===== src/rtl/debug_step_ctrl_if.sv =====
// Board-side bundle for debug_step_ctrl: raw keys and step-mode controls in,
// debounced key state, core clock enable and step counter out.
interface debug_step_ctrl_if #(
    parameter int unsigned NUM_KEYS = 3,
    parameter int unsigned BURST_W  = 8,
    parameter int unsigned STEP_W   = 16
);
    logic [NUM_KEYS-1:0] KEY;
    logic [1:0]          MODE;
    logic [BURST_W-1:0]  BURST_LEN;
    logic [NUM_KEYS-1:0] KEY_LEVEL;
    logic [NUM_KEYS-1:0] KEY_PRESS;
    logic                CPU_CLK_EN;
    logic                BUSY;
    logic [STEP_W-1:0]   STEP_CNT;

    modport master (
        output KEY, MODE, BURST_LEN,
        input  KEY_LEVEL, KEY_PRESS, CPU_CLK_EN, BUSY, STEP_CNT
    );

    modport slave (
        input  KEY, MODE, BURST_LEN,
        output KEY_LEVEL, KEY_PRESS, CPU_CLK_EN, BUSY, STEP_CNT
    );
endinterface


===== src/rtl/debug_step_ctrl.sv =====
// Multi-key debouncer and CPU clock-enable generator: single-step, N-step burst
// and free-run stepping of the core, with stop, step-count clear and a step counter.
module debug_step_ctrl #(
    parameter int unsigned NUM_KEYS        = 3,
    parameter int unsigned DEBOUNCE_CYCLES = 500000,
    parameter int unsigned RUN_DIV         = 5000000,
    parameter int unsigned BURST_W         = 8,
    parameter int unsigned STEP_W          = 16
) (
    input logic               CLK,
    input logic               RST,
    debug_step_ctrl_if.slave  bus
);
    localparam int unsigned CNT_W = $clog2(DEBOUNCE_CYCLES);
    localparam int unsigned DIV_W = $clog2(RUN_DIV);
    localparam logic [CNT_W-1:0] CNT_MAX = CNT_W'(DEBOUNCE_CYCLES - 1);
    localparam logic [DIV_W-1:0] DIV_MAX = DIV_W'(RUN_DIV - 1);

    typedef enum logic [1:0] {
        ST_IDLE  = 2'b00,
        ST_BURST = 2'b01,
        ST_RUN   = 2'b10
    } state_t;

    logic [NUM_KEYS-1:0]            r_sync1;
    logic [NUM_KEYS-1:0]            r_sync2;
    logic [NUM_KEYS-1:0][CNT_W-1:0] r_db_cnt;
    logic [NUM_KEYS-1:0]            r_key_level;
    logic [NUM_KEYS-1:0]            r_key_press;
    state_t                         r_state;
    logic [DIV_W-1:0]               r_div;
    logic [BURST_W-1:0]             r_remain;
    logic                           r_en;
    logic                           r_busy;
    logic [STEP_W-1:0]              r_step_cnt;

    logic [NUM_KEYS-1:0]            w_key_s;
    logic [NUM_KEYS-1:0][CNT_W-1:0] w_db_cnt_next;
    logic [NUM_KEYS-1:0]            w_level_next;
    logic [NUM_KEYS-1:0]            w_press_next;
    state_t                         w_state_next;
    logic [DIV_W-1:0]               w_div_next;
    logic [BURST_W-1:0]             w_remain_next;
    logic                           w_single_step;
    logic                           w_en_next;
    logic [STEP_W-1:0]              w_step_cnt_next;

    assign w_key_s = ~r_sync2;

    // Per-key debounce: a new level needs DEBOUNCE_CYCLES consecutive differing samples.
    always_comb begin
        w_level_next  = r_key_level;
        w_press_next  = '0;
        w_db_cnt_next = '0;
        for (int i = 0; i < int'(NUM_KEYS); i++) begin
            if (w_key_s[i] != r_key_level[i]) begin
                if (r_db_cnt[i] == CNT_MAX) begin
                    w_level_next[i] = w_key_s[i];
                    w_press_next[i] = w_key_s[i];
                end else begin
                    w_db_cnt_next[i] = r_db_cnt[i] + CNT_W'(1);
                end
            end
        end
    end

    // Step FSM next-state; stop (KEY_PRESS[1]) beats start and any pending pulse.
    always_comb begin
        w_state_next  = r_state;
        w_div_next    = r_div;
        w_remain_next = r_remain;
        w_single_step = 1'b0;
        case (r_state)
            ST_IDLE: begin
                if (r_key_press[0] && !r_key_press[1]) begin
                    case (bus.MODE)
                        2'b00: w_single_step = 1'b1;
                        2'b01: begin
                            if (bus.BURST_LEN != '0) begin
                                w_state_next  = ST_BURST;
                                w_remain_next = bus.BURST_LEN;
                                w_div_next    = '0;
                            end
                        end
                        2'b10: begin
                            w_state_next = ST_RUN;
                            w_div_next   = '0;
                        end
                        default: ;
                    endcase
                end
            end
            ST_BURST: begin
                if (r_key_press[1]) begin
                    w_state_next = ST_IDLE;
                end else begin
                    w_div_next = (r_div == DIV_MAX) ? '0 : r_div + DIV_W'(1);
                    if (r_en) begin
                        w_remain_next = r_remain - BURST_W'(1);
                        if (r_remain == BURST_W'(1)) begin
                            w_state_next = ST_IDLE;
                        end
                    end
                end
            end
            ST_RUN: begin
                if (r_key_press[1]) begin
                    w_state_next = ST_IDLE;
                end else begin
                    w_div_next = (r_div == DIV_MAX) ? '0 : r_div + DIV_W'(1);
                end
            end
            default: w_state_next = ST_IDLE;
        endcase

        // Divider pulse is registered a cycle ahead, so look at next-cycle stop press.
        w_en_next = w_single_step
                  || ((w_state_next != ST_IDLE) && (w_div_next == DIV_MAX) && !w_press_next[1]);

        if (r_key_press[2]) begin
            w_step_cnt_next = '0;
        end else if (r_en) begin
            w_step_cnt_next = r_step_cnt + STEP_W'(1);
        end else begin
            w_step_cnt_next = r_step_cnt;
        end
    end

    always_ff @(posedge CLK) begin
        if (!RST) begin
            r_sync1     <= '1;
            r_sync2     <= '1;
            r_db_cnt    <= '0;
            r_key_level <= '0;
            r_key_press <= '0;
            r_state     <= ST_IDLE;
            r_div       <= '0;
            r_remain    <= '0;
            r_en        <= 1'b0;
            r_busy      <= 1'b0;
            r_step_cnt  <= '0;
        end else begin
            r_sync1     <= bus.KEY;
            r_sync2     <= r_sync1;
            r_db_cnt    <= w_db_cnt_next;
            r_key_level <= w_level_next;
            r_key_press <= w_press_next;
            r_state     <= w_state_next;
            r_div       <= w_div_next;
            r_remain    <= w_remain_next;
            r_en        <= w_en_next;
            r_busy      <= (w_state_next != ST_IDLE);
            r_step_cnt  <= w_step_cnt_next;
        end
    end

    assign bus.KEY_LEVEL  = r_key_level;
    assign bus.KEY_PRESS  = r_key_press;
    assign bus.CPU_CLK_EN = r_en;
    assign bus.BUSY       = r_busy;
    assign bus.STEP_CNT   = r_step_cnt;

endmodule


===== src/flat_wrapper.sv =====
// flat-port wrapper written by rule: the top's interface ports become plain ports
module debug_step_ctrl_flat 
#(
    parameter int unsigned NUM_KEYS        = 3,
    parameter int unsigned DEBOUNCE_CYCLES = 500000,
    parameter int unsigned RUN_DIV         = 5000000,
    parameter int unsigned BURST_W         = 8,
    parameter int unsigned STEP_W          = 16
)
  (CLK, RST, bus_KEY, bus_MODE, bus_BURST_LEN, bus_KEY_LEVEL, bus_KEY_PRESS, bus_CPU_CLK_EN, bus_BUSY, bus_STEP_CNT);
  debug_step_ctrl_if #(.NUM_KEYS(NUM_KEYS), .BURST_W(BURST_W), .STEP_W(STEP_W)) bus_i ();
  input logic CLK;
  input logic RST;
  input wire logic [$bits(bus_i.KEY)-1:0] bus_KEY;
  input wire logic [$bits(bus_i.MODE)-1:0] bus_MODE;
  input wire logic [$bits(bus_i.BURST_LEN)-1:0] bus_BURST_LEN;
  output wire logic [$bits(bus_i.KEY_LEVEL)-1:0] bus_KEY_LEVEL;
  output wire logic [$bits(bus_i.KEY_PRESS)-1:0] bus_KEY_PRESS;
  output wire logic [$bits(bus_i.CPU_CLK_EN)-1:0] bus_CPU_CLK_EN;
  output wire logic [$bits(bus_i.BUSY)-1:0] bus_BUSY;
  output wire logic [$bits(bus_i.STEP_CNT)-1:0] bus_STEP_CNT;
  assign bus_i.KEY = bus_KEY;
  assign bus_i.MODE = bus_MODE;
  assign bus_i.BURST_LEN = bus_BURST_LEN;
  assign bus_KEY_LEVEL = bus_i.KEY_LEVEL;
  assign bus_KEY_PRESS = bus_i.KEY_PRESS;
  assign bus_CPU_CLK_EN = bus_i.CPU_CLK_EN;
  assign bus_BUSY = bus_i.BUSY;
  assign bus_STEP_CNT = bus_i.STEP_CNT;
  debug_step_ctrl #(.NUM_KEYS(NUM_KEYS), .DEBOUNCE_CYCLES(DEBOUNCE_CYCLES), .RUN_DIV(RUN_DIV), .BURST_W(BURST_W), .STEP_W(STEP_W)) u_core (.CLK(CLK), .RST(RST), .bus(bus_i));
endmodule

===== config.mk =====
export PLATFORM = sky130hd
export DESIGN_NAME = debug_step_ctrl_flat
export DESIGN_NICKNAME = d
export VERILOG_FILES = /design/src/rtl/debug_step_ctrl_if.sv /design/src/rtl/debug_step_ctrl.sv /design/src/flat_wrapper.sv
export SDC_FILE = /design/constraint.sdc
export NUM_CORES = 1
export LEC_CHECK = 0
export CAP_MARGIN = 20
export CORE_ASPECT_RATIO = 0.75
export CORE_MARGIN = 3
export CORE_UTILIZATION = 59
export CTS_CLUSTER_SIZE = 12
export DETAILED_ROUTE_END_ITERATION = 10
export PLACE_DENSITY_LB_ADDON = 0.15
export REMOVE_ABC_BUFFERS = 1
export SYNTH_ARGS = -nofsm -noshare
export SYNTH_HDL_FRONTEND = slang
export SYNTH_SLANG_ARGS = --single-unit

===== constraint.sdc =====
create_clock -name CLK -period 2.8 [get_ports CLK]
set_input_delay 0.28 -clock CLK [delete_from_list [all_inputs] [get_ports CLK]]
set_output_delay 0.28 -clock CLK [all_outputs]
set_load 0.01 [all_outputs]

# Word-level counts from Yosys, hierarchy flattened
# Index checks and enable logic that the tools add are counted.
# Widths: inputs -> output; s select.
[op_classes] n_reduce_logical=22 n_lt_le_gt_ge=0 n_eq_ne=18 n_mux=25 n_bitwise=5 add_sub_neg=6 shift=0 div_mod_pow=0 n_mul=0
[op_table] operator="$mux 23" n=4
[op_table] operator="$pmux 23 s2" n=2
[op_table] operator="$add 19x1->19 const B" n=3
[op_table] operator="$eq 19x19->1 const B" n=3
[op_table] operator="$eq 23x23->1 const B" n=2
[op_table] operator="$mux 8" n=5
[op_table] operator="$add 23x1->23 const B" n=1
[op_table] operator="$add 16x1->16 const B" n=1
[op_table] operator="$pmux 8 s2" n=1
[op_table] operator="$mux 2" n=6
[op_table] operator="$reduce_or 3->1" n=3
[op_table] operator="$eq 8x1->1 const B" n=1
[op_table] operator="$reduce_bool 8->1" n=1
[op_table] operator="$sub 8x1->8 const B" n=1
[op_table] operator="$ne 2x1->1 const B" n=3
[op_table] operator="$pmux 2 s3" n=1
[op_table] operator="$reduce_and 2->1" n=3
[op_table] operator="$reduce_and 3->1" n=2
[op_table] operator="$reduce_and 6->1" n=1
[op_table] operator="$mux 1" n=5
[op_table] operator="$eq 2x1->1 const B" n=2
[op_table] operator="$eq 2x2->1 const B" n=2
[op_table] operator="$logic_not 2->1" n=2
[op_table] operator="$ne 2x2->1 const B" n=2
[op_table] operator="9 further kinds" n=19
[totals] n_memories=0 ramBits=0 output_inout_bits=24 regBits=120 wordCells=93 latch_bits=0 rom_bits=0

# Depth between registers and ports, before layout
# Gate-level depths: netlist of run 1.
[depth] depth_word=9 depth_mapped=11

# Worst setup path before layout of run 1
# OpenSTA, ideal clock, no wires.
[synth_path] path_kind="register -> register" startpoint="reg u_core.r_div[0]" endpoint="reg u_core.r_en (netlist: u_core.bus.CPU_CLK_EN)" path_stages_with_launch=10 n_path_buf=0 required_time_ps=2724 period_less_slack_ps=2397 arrival_ps=2322 slack_ps=403 path_cell_list="dfxtp_1 > ha_1 > nand4b_1 > or4b_1 > nor3_1 > xor2_1 > a22oi_1 > nor4_1 > nand4b_1 > o22ai_1"
[synth_via] elab_chain_len=8
[synth_lines] item="start: declaration" line="debug_step_ctrl.sv:31" text="logic [DIV_W-1:0] r_div;"
[synth_lines] item="start signal: assignment" line="debug_step_ctrl.sv:149" text="r_div <= w_div_next;"
[synth_lines] item="$add 23x1->23, or another cell as far along" line="debug_step_ctrl.sv:97, debug_step_ctrl.sv:110"
[synth_lines] item="$mux 23 or $pmux 23 s2 (tied branches)" line="debug_step_ctrl.sv:97, debug_step_ctrl.sv:110, debug_step_ctrl.sv:76"
[synth_lines] item="$mux 23 (on tied branches)" line="debug_step_ctrl.sv:94, debug_step_ctrl.sv:107, debug_step_ctrl.sv:75"
[synth_lines] item="$pmux 23 s2 (*)" line="debug_step_ctrl.sv:73" text="case (r_state)"
[synth_lines] item="$eq 23x23->1 (*)" line="debug_step_ctrl.sv:118" text="|| ((w_state_next != ST_IDLE) && (w_div_next == DIV_MAX) && !w_press_next[1]);"
[synth_lines] item="$logic_and 1x1->1 (*) (2 in series)" line="debug_step_ctrl.sv:118"
[synth_lines] item="$logic_or 1x1->1 (*)" line="debug_step_ctrl.sv:118"
[synth_lines] item="end signal: assignment" line="debug_step_ctrl.sv:151" text="r_en <= w_en_next;"
[synth_lines] item="end: declaration" line="debug_step_ctrl.sv:33" text="logic r_en;"
# Every way passes the cells marked *; elsewhere a longest branch is shown, timed or not.
# A chain may end at the register's enable or synchronous reset.

# Final worst setup path of run 1
[layout_path] startpoint="reg u_core.r_div[3]" endpoint="reg u_core.r_en (netlist: u_core.bus.CPU_CLK_EN)"
# Same word-level chain as after synthesis.

==> results of run 1 <==
[layout make-up]
cell class,instances,area (µm²),area share (%)
Clock buffer,19,443,6.05
Clock inverter,13,193,2.63
Inverter,29,109,1.49
Multi-Input combinational cell,544,3320,45.4
Sequential cell,120,2400,32.8
Tap cell,132,165,2.26
Timing Repair Buffer,75,683,9.33
[final timing paths]
path	from	end	slack [ps]
max	u_core.r_div[3]	u_core.bus.CPU_CLK_EN	180
min	u_core.r_sync1[1]	u_core.r_sync2[1]	410
max reg2reg	u_core.r_div[3]	u_core.bus.CPU_CLK_EN	180
min reg2reg	u_core.r_sync1[1]	u_core.r_sync2[1]	410
[power by group through the flow]
stage | sequential, mW | clock, mW | combinational [mW]
after detailed placement | 1.75 | 0 | 0.0670
after floorplan | 1.75 | 0 | 0.0266
final | 1.72 | 2.34 | 0.0687
after global routing | 1.72 | 2.45 | 0.0750
after global placement | 1.75 | 0 | 0.0649
after CTS | 1.72 | 2.36 | 0.0685
[layout by cell type, fill, tap and decap left out, types with 16 or more instances in the layout]
master and n:
sky130_fd_sc_hd__xnor2_1 25, sky130_fd_sc_hd__nand4_1 19, sky130_fd_sc_hd__nand2_1 52, sky130_fd_sc_hd__nor2_1 123, sky130_fd_sc_hd__nand3_1 32, sky130_fd_sc_hd__or3_1 16, sky130_fd_sc_hd__dfxtp_1 120, sky130_fd_sc_hd__xor2_1 40
sky130_fd_sc_hd__clkdlybuf4s50_1 38, sky130_fd_sc_hd__clkbuf_16 17, sky130_fd_sc_hd__buf_4 35, sky130_fd_sc_hd__a21oi_1 29, sky130_fd_sc_hd__inv_1 28, sky130_fd_sc_hd__o21ai_0 26
[kinds of logic after synthesis]
family          share of synthesized area [%]
simple gates                             29.5
flops                                    40.5
compound gates                           12.3
xor+xnor                                 9.60
buf+inv                                  3.78
fa+ha+maj                                2.95
mux                                      1.35
[routing by layer]
metal / global-route usage (%) / up-vias / routed length (µm)
li1: - / 2661 / -
met1: 37.3 / 2568 / 7120
met2: 41.5 / 174 / 6560
met3: 6.11 / 20 / 857
met4: 7.28 / 0 / 168
met5: 0 / - / 0
[cell usage after synthesis, types with 2 or more instances]
library cell               count
sky130_fd_sc_hd__nor4b_1       8
sky130_fd_sc_hd__o21ai_1       2
sky130_fd_sc_hd__a21o_1        6
sky130_fd_sc_hd__o22ai_1       4
sky130_fd_sc_hd__xnor2_1      25
sky130_fd_sc_hd__clkbuf_1     25
sky130_fd_sc_hd__or4_1         2
sky130_fd_sc_hd__o21a_1        6
sky130_fd_sc_hd__and4_1        5
sky130_fd_sc_hd__ha_1         14
sky130_fd_sc_hd__a211oi_1      4
sky130_fd_sc_hd__buf_2         2
sky130_fd_sc_hd__o31a_1        2
sky130_fd_sc_hd__nand2b_1      9
sky130_fd_sc_hd__nor3_1       13
sky130_fd_sc_hd__or3_1        16
sky130_fd_sc_hd__a22oi_1       4
sky130_fd_sc_hd__nand3b_1      3
sky130_fd_sc_hd__nor2b_1       6
sky130_fd_sc_hd__or2_2         2
sky130_fd_sc_hd__nand4_1      19
sky130_fd_sc_hd__a21oi_1      29
sky130_fd_sc_hd__nand2_1      52
sky130_fd_sc_hd__xor2_1       40
sky130_fd_sc_hd__or4_4         2
sky130_fd_sc_hd__nand4b_1      3
sky130_fd_sc_hd__a31oi_1       5
sky130_fd_sc_hd__nor4_1       15
sky130_fd_sc_hd__mux2i_1       8
sky130_fd_sc_hd__nor2_1      123
sky130_fd_sc_hd__inv_1        28
sky130_fd_sc_hd__a31o_2        3
sky130_fd_sc_hd__dfxtp_1     120
sky130_fd_sc_hd__and3_1       15
sky130_fd_sc_hd__o211ai_1      3
sky130_fd_sc_hd__o21ai_0      26
sky130_fd_sc_hd__o221a_2       3
sky130_fd_sc_hd__a41oi_1       5
sky130_fd_sc_hd__nand3_1      32
sky130_fd_sc_hd__and2_1       11
[through the flow]
| step | util, % | TNS (ps) | cells | worst slack, ps |
|---|---|---|---|---|
| after floorplan | - | 0 | 693 | 297 |
| after global placement | 68.4 | 0 | 900 | 142 |
| after detailed placement | 68.4 | 0 | 900 | 75.4 |
| after CTS | 75.0 | 0 | 932 | 152 |
| after global routing | 75.2 | -2.20 | 932 | -2.20 |
| final | 75.2 | 0 | 932 | 182 |
[state kept, by name, indices dropped and copies added, names as in the netlist]
signal and flops:
u_core.bus.BUSY 1, u_core.bus.CPU_CLK_EN 1, u_core.bus.KEY_LEVEL 3, u_core.bus.KEY_PRESS 3, u_core.bus.STEP_CNT 16, u_core.r_db_cnt 57
u_core.r_div 23, u_core.r_remain 8, u_core.r_state 2, u_core.r_sync1 3, u_core.r_sync2 3
[what timing repair did]
| item | 4_1_cts | 5_1_grt |
|---|---|---|
| resized for setup | 0 | 4 |
| hold endpoints to repair | 0 | 0 |
| endpoints found under the setup margin | 0 | 1 |
[worst max-delay path: stages, from the launching register on]
cell and delay (ps):
sky130_fd_sc_hd__dfxtp_1 430, sky130_fd_sc_hd__nand3b_2 200, sky130_fd_sc_hd__or4_4 610, sky130_fd_sc_hd__o21a_1 290
sky130_fd_sc_hd__buf_12 170, sky130_fd_sc_hd__a41oi_1 190, sky130_fd_sc_hd__a31oi_1 100, sky130_fd_sc_hd__nor4_2 270
sky130_fd_sc_hd__nand4b_1 130, sky130_fd_sc_hd__o22ai_1 150
==> results_tabular.tex, run 1 <==
\begin{tabular}{lr}
\hline
Metric & Value \\
\hline
\multicolumn{2}{l}{\textbf{Job}} \\
\quad Max-cap violation count & 0 \\
\multicolumn{2}{l}{\textbf{Timing}} \\
\quad Number of slew-limit violations in the final report & 0 \\
\quad Max Fclk & 0.382 GHz \\
\quad Worst hold slack after final layout & 413 ps \\
\quad Count of final hold-check violations & 0 \\
\quad Final worst clock skew & 7.29 ps \\
\quad Slew margin rel. & 55.7\% \\
\quad Tmin final & 2620 ps \\
\quad Worst-Margin Slew & roughly 660 ps \\
\quad Period utilisation layout & between 90 and 100\% \\
\quad Final number of setup-violating endpoints & 0 \\
\multicolumn{2}{l}{\textbf{Placed design}} \\
\quad Count of buffers from port buffering & 38 \\
\quad Post-DP Area & about 0.0067 mm² \\
\quad Global placer's final weighted congestion & $\sim$0.9 \\
\quad Sum of net half-perimeters after detailed placement & between 9000 and 10000 µm \\
\multicolumn{2}{l}{\textbf{Power and ir drop}} \\
\quad PwrDens & 564 mW/mm² \\
\quad Int Power & 3.26 mW \\
\quad Clk network pwr share & 56.7\% \\
\quad Post-layout power & approximately 4.1 mW \\
\quad Proportion of power drawn by flip-flops and latches & between 40\% and 50\% \\
\quad Switching power total & between 0.8 and 0.9 mW \\
\quad Switching portion of total power & 20.9\% \\
\quad Logic gate share of total power & 1.7\% \\
\quad VDD IR max & 0.451 mV \\
\quad Leakage power & 2.54 nW \\
\multicolumn{2}{l}{\textbf{Global route}} \\
\quad Wire length of the first global-routing pass & 24400 µm \\
\quad Final global-route overflow total & 0 \\
\quad Antenna violations before repair & 0 \\
\quad Pin count of the biggest net entering global routing & 28 \\
\quad Overall Global Routing Usage & 26.7\% \\
\quad Via count of the first global-routing pass & between 5000 and 6000 \\
\multicolumn{2}{l}{\textbf{Layout}} \\
\quad Fraction of layout instances using a drive strength above 1 & 10.9\% \\
\quad Total non-filler cell area in the finished layout & roughly 0.0073 mm² \\
\quad Area growth from synthesis to final layout & 23.4\% \\
\quad Final net count & 816 \\
\quad Ant diodes & 0 \\
\quad Number of fill cells & 709 \\
\multicolumn{2}{l}{\textbf{Clock tree}} \\
\quad Deepest level of the CTS H-tree & 4 \\
\quad Max Root-Sink Buffers & 2 \\
\quad CTS clock-pin slew for the worst setup and hold paths & 60 ps \\
\quad CTS tree & done \\
\quad Clk Tree Root Cell & sky130\_fd\_sc\_hd\_\_clkbuf\_16 \\
\quad Number of buffers inserted for hold repair after clock tree synthesis & 0 \\
\quad Total clock buffers created by CTS & 17 \\
\quad Clock insertion delay at the later pin of the skew report & 410 ps \\
\quad Num Clock Sinks & 120 \\
\quad Number of buffers added for setup after CTS & 0 \\
\multicolumn{2}{l}{\textbf{Route}} \\
\quad Initial drt markers & 400 \\
\quad Remaining routing DRC violations & 0 \\
\quad Final wirelength & 14700 µm \\
\quad First drt pass iteration count & 5 \\
\quad Number of routed nets with antenna violations & 0 \\
\quad Post-detailed-route via-to-cell ratio & between 5 and 6 \\
\quad Vias post-DR & approximately 5400 \\
\quad Mean routed wirelength per cell & between 15 and 20 µm \\
\multicolumn{2}{l}{\textbf{Synth}} \\
\quad Count of flip-flops with a built-in enable after synthesis & 0 \\
\quad Top cells by area in the synthesized netlist & sky130\_fd\_sc\_hd\_\_dfxtp\_1 (41\%), sky130\_fd\_sc\_hd\_\_nor2\_1 (7.8\%), sky130\_fd\_sc\_hd\_\_xor2\_1 (5.9\%) \\
\quad Number of different library cells in the post-synthesis netlist & about 60 \\
\quad Ys Warns & 0 \\
\quad Post-synthesis register bit count & 120 \\
\quad Top-area cell type share of the netlist area & 40.5\% \\
\quad Seq/Total Area, Yosys & approximately 41\% \\
\quad Cell type with the largest total area after synthesis & sky130\_fd\_sc\_hd\_\_dfxtp\_1 \\
\quad Netlist Area Pre-Place & 0.00593 mm² \\
\quad Post-synthesis average cell area & 8.23 µm² \\
\quad Fraction of registers with async set or reset after synthesis & 0\% \\
\quad Count of mapped cells out of synthesis & 721 \\
\quad Dominant synthesized flop cell & sky130\_fd\_sc\_hd\_\_dfxtp\_1 \\
\multicolumn{2}{l}{\textbf{Floorplanning}} \\
\quad Number of placement rows & 31 \\
\quad Die Height & 92.8 µm \\
\quad Horiz. Die Dim & 122 µm \\
\quad Die area & 0.0113 mm² \\
\quad Initial core utilization & 60.9\% \\
\quad Core footprint & 0.00974 mm² \\
\quad Number of top-level pins & 39 \\
\multicolumn{2}{l}{\textbf{Worst setup path}} \\
\quad Crit Path Class & reg2reg \\
\quad Crit path DAT & 2950 ps \\
\quad Crit path capture type & register \\
\quad Reg2Reg Depth & 9 \\
\quad Worst Path Max Fanout & 8 \\
\quad Critical Path Source Type & register \\
\quad Worst EP required & approximately 3100 ps \\
\multicolumn{2}{l}{\textbf{Worst hold path}} \\
\quad Instance count along the most critical hold path & 1 \\
\quad Class of the tightest hold or removal check & reg2reg \\
\multicolumn{2}{l}{\textbf{Outcome}} \\
\quad Result of the run & finished clean \\
\hline
\end{tabular}
Power figures use the tool's default switching activity.
==> run 2, diff against run 1 <==
TNS_END_PERCENT = 20   (was not set)
==> results of run 2 <==
Final layout, timing and power as in run 1 (identical DEF).
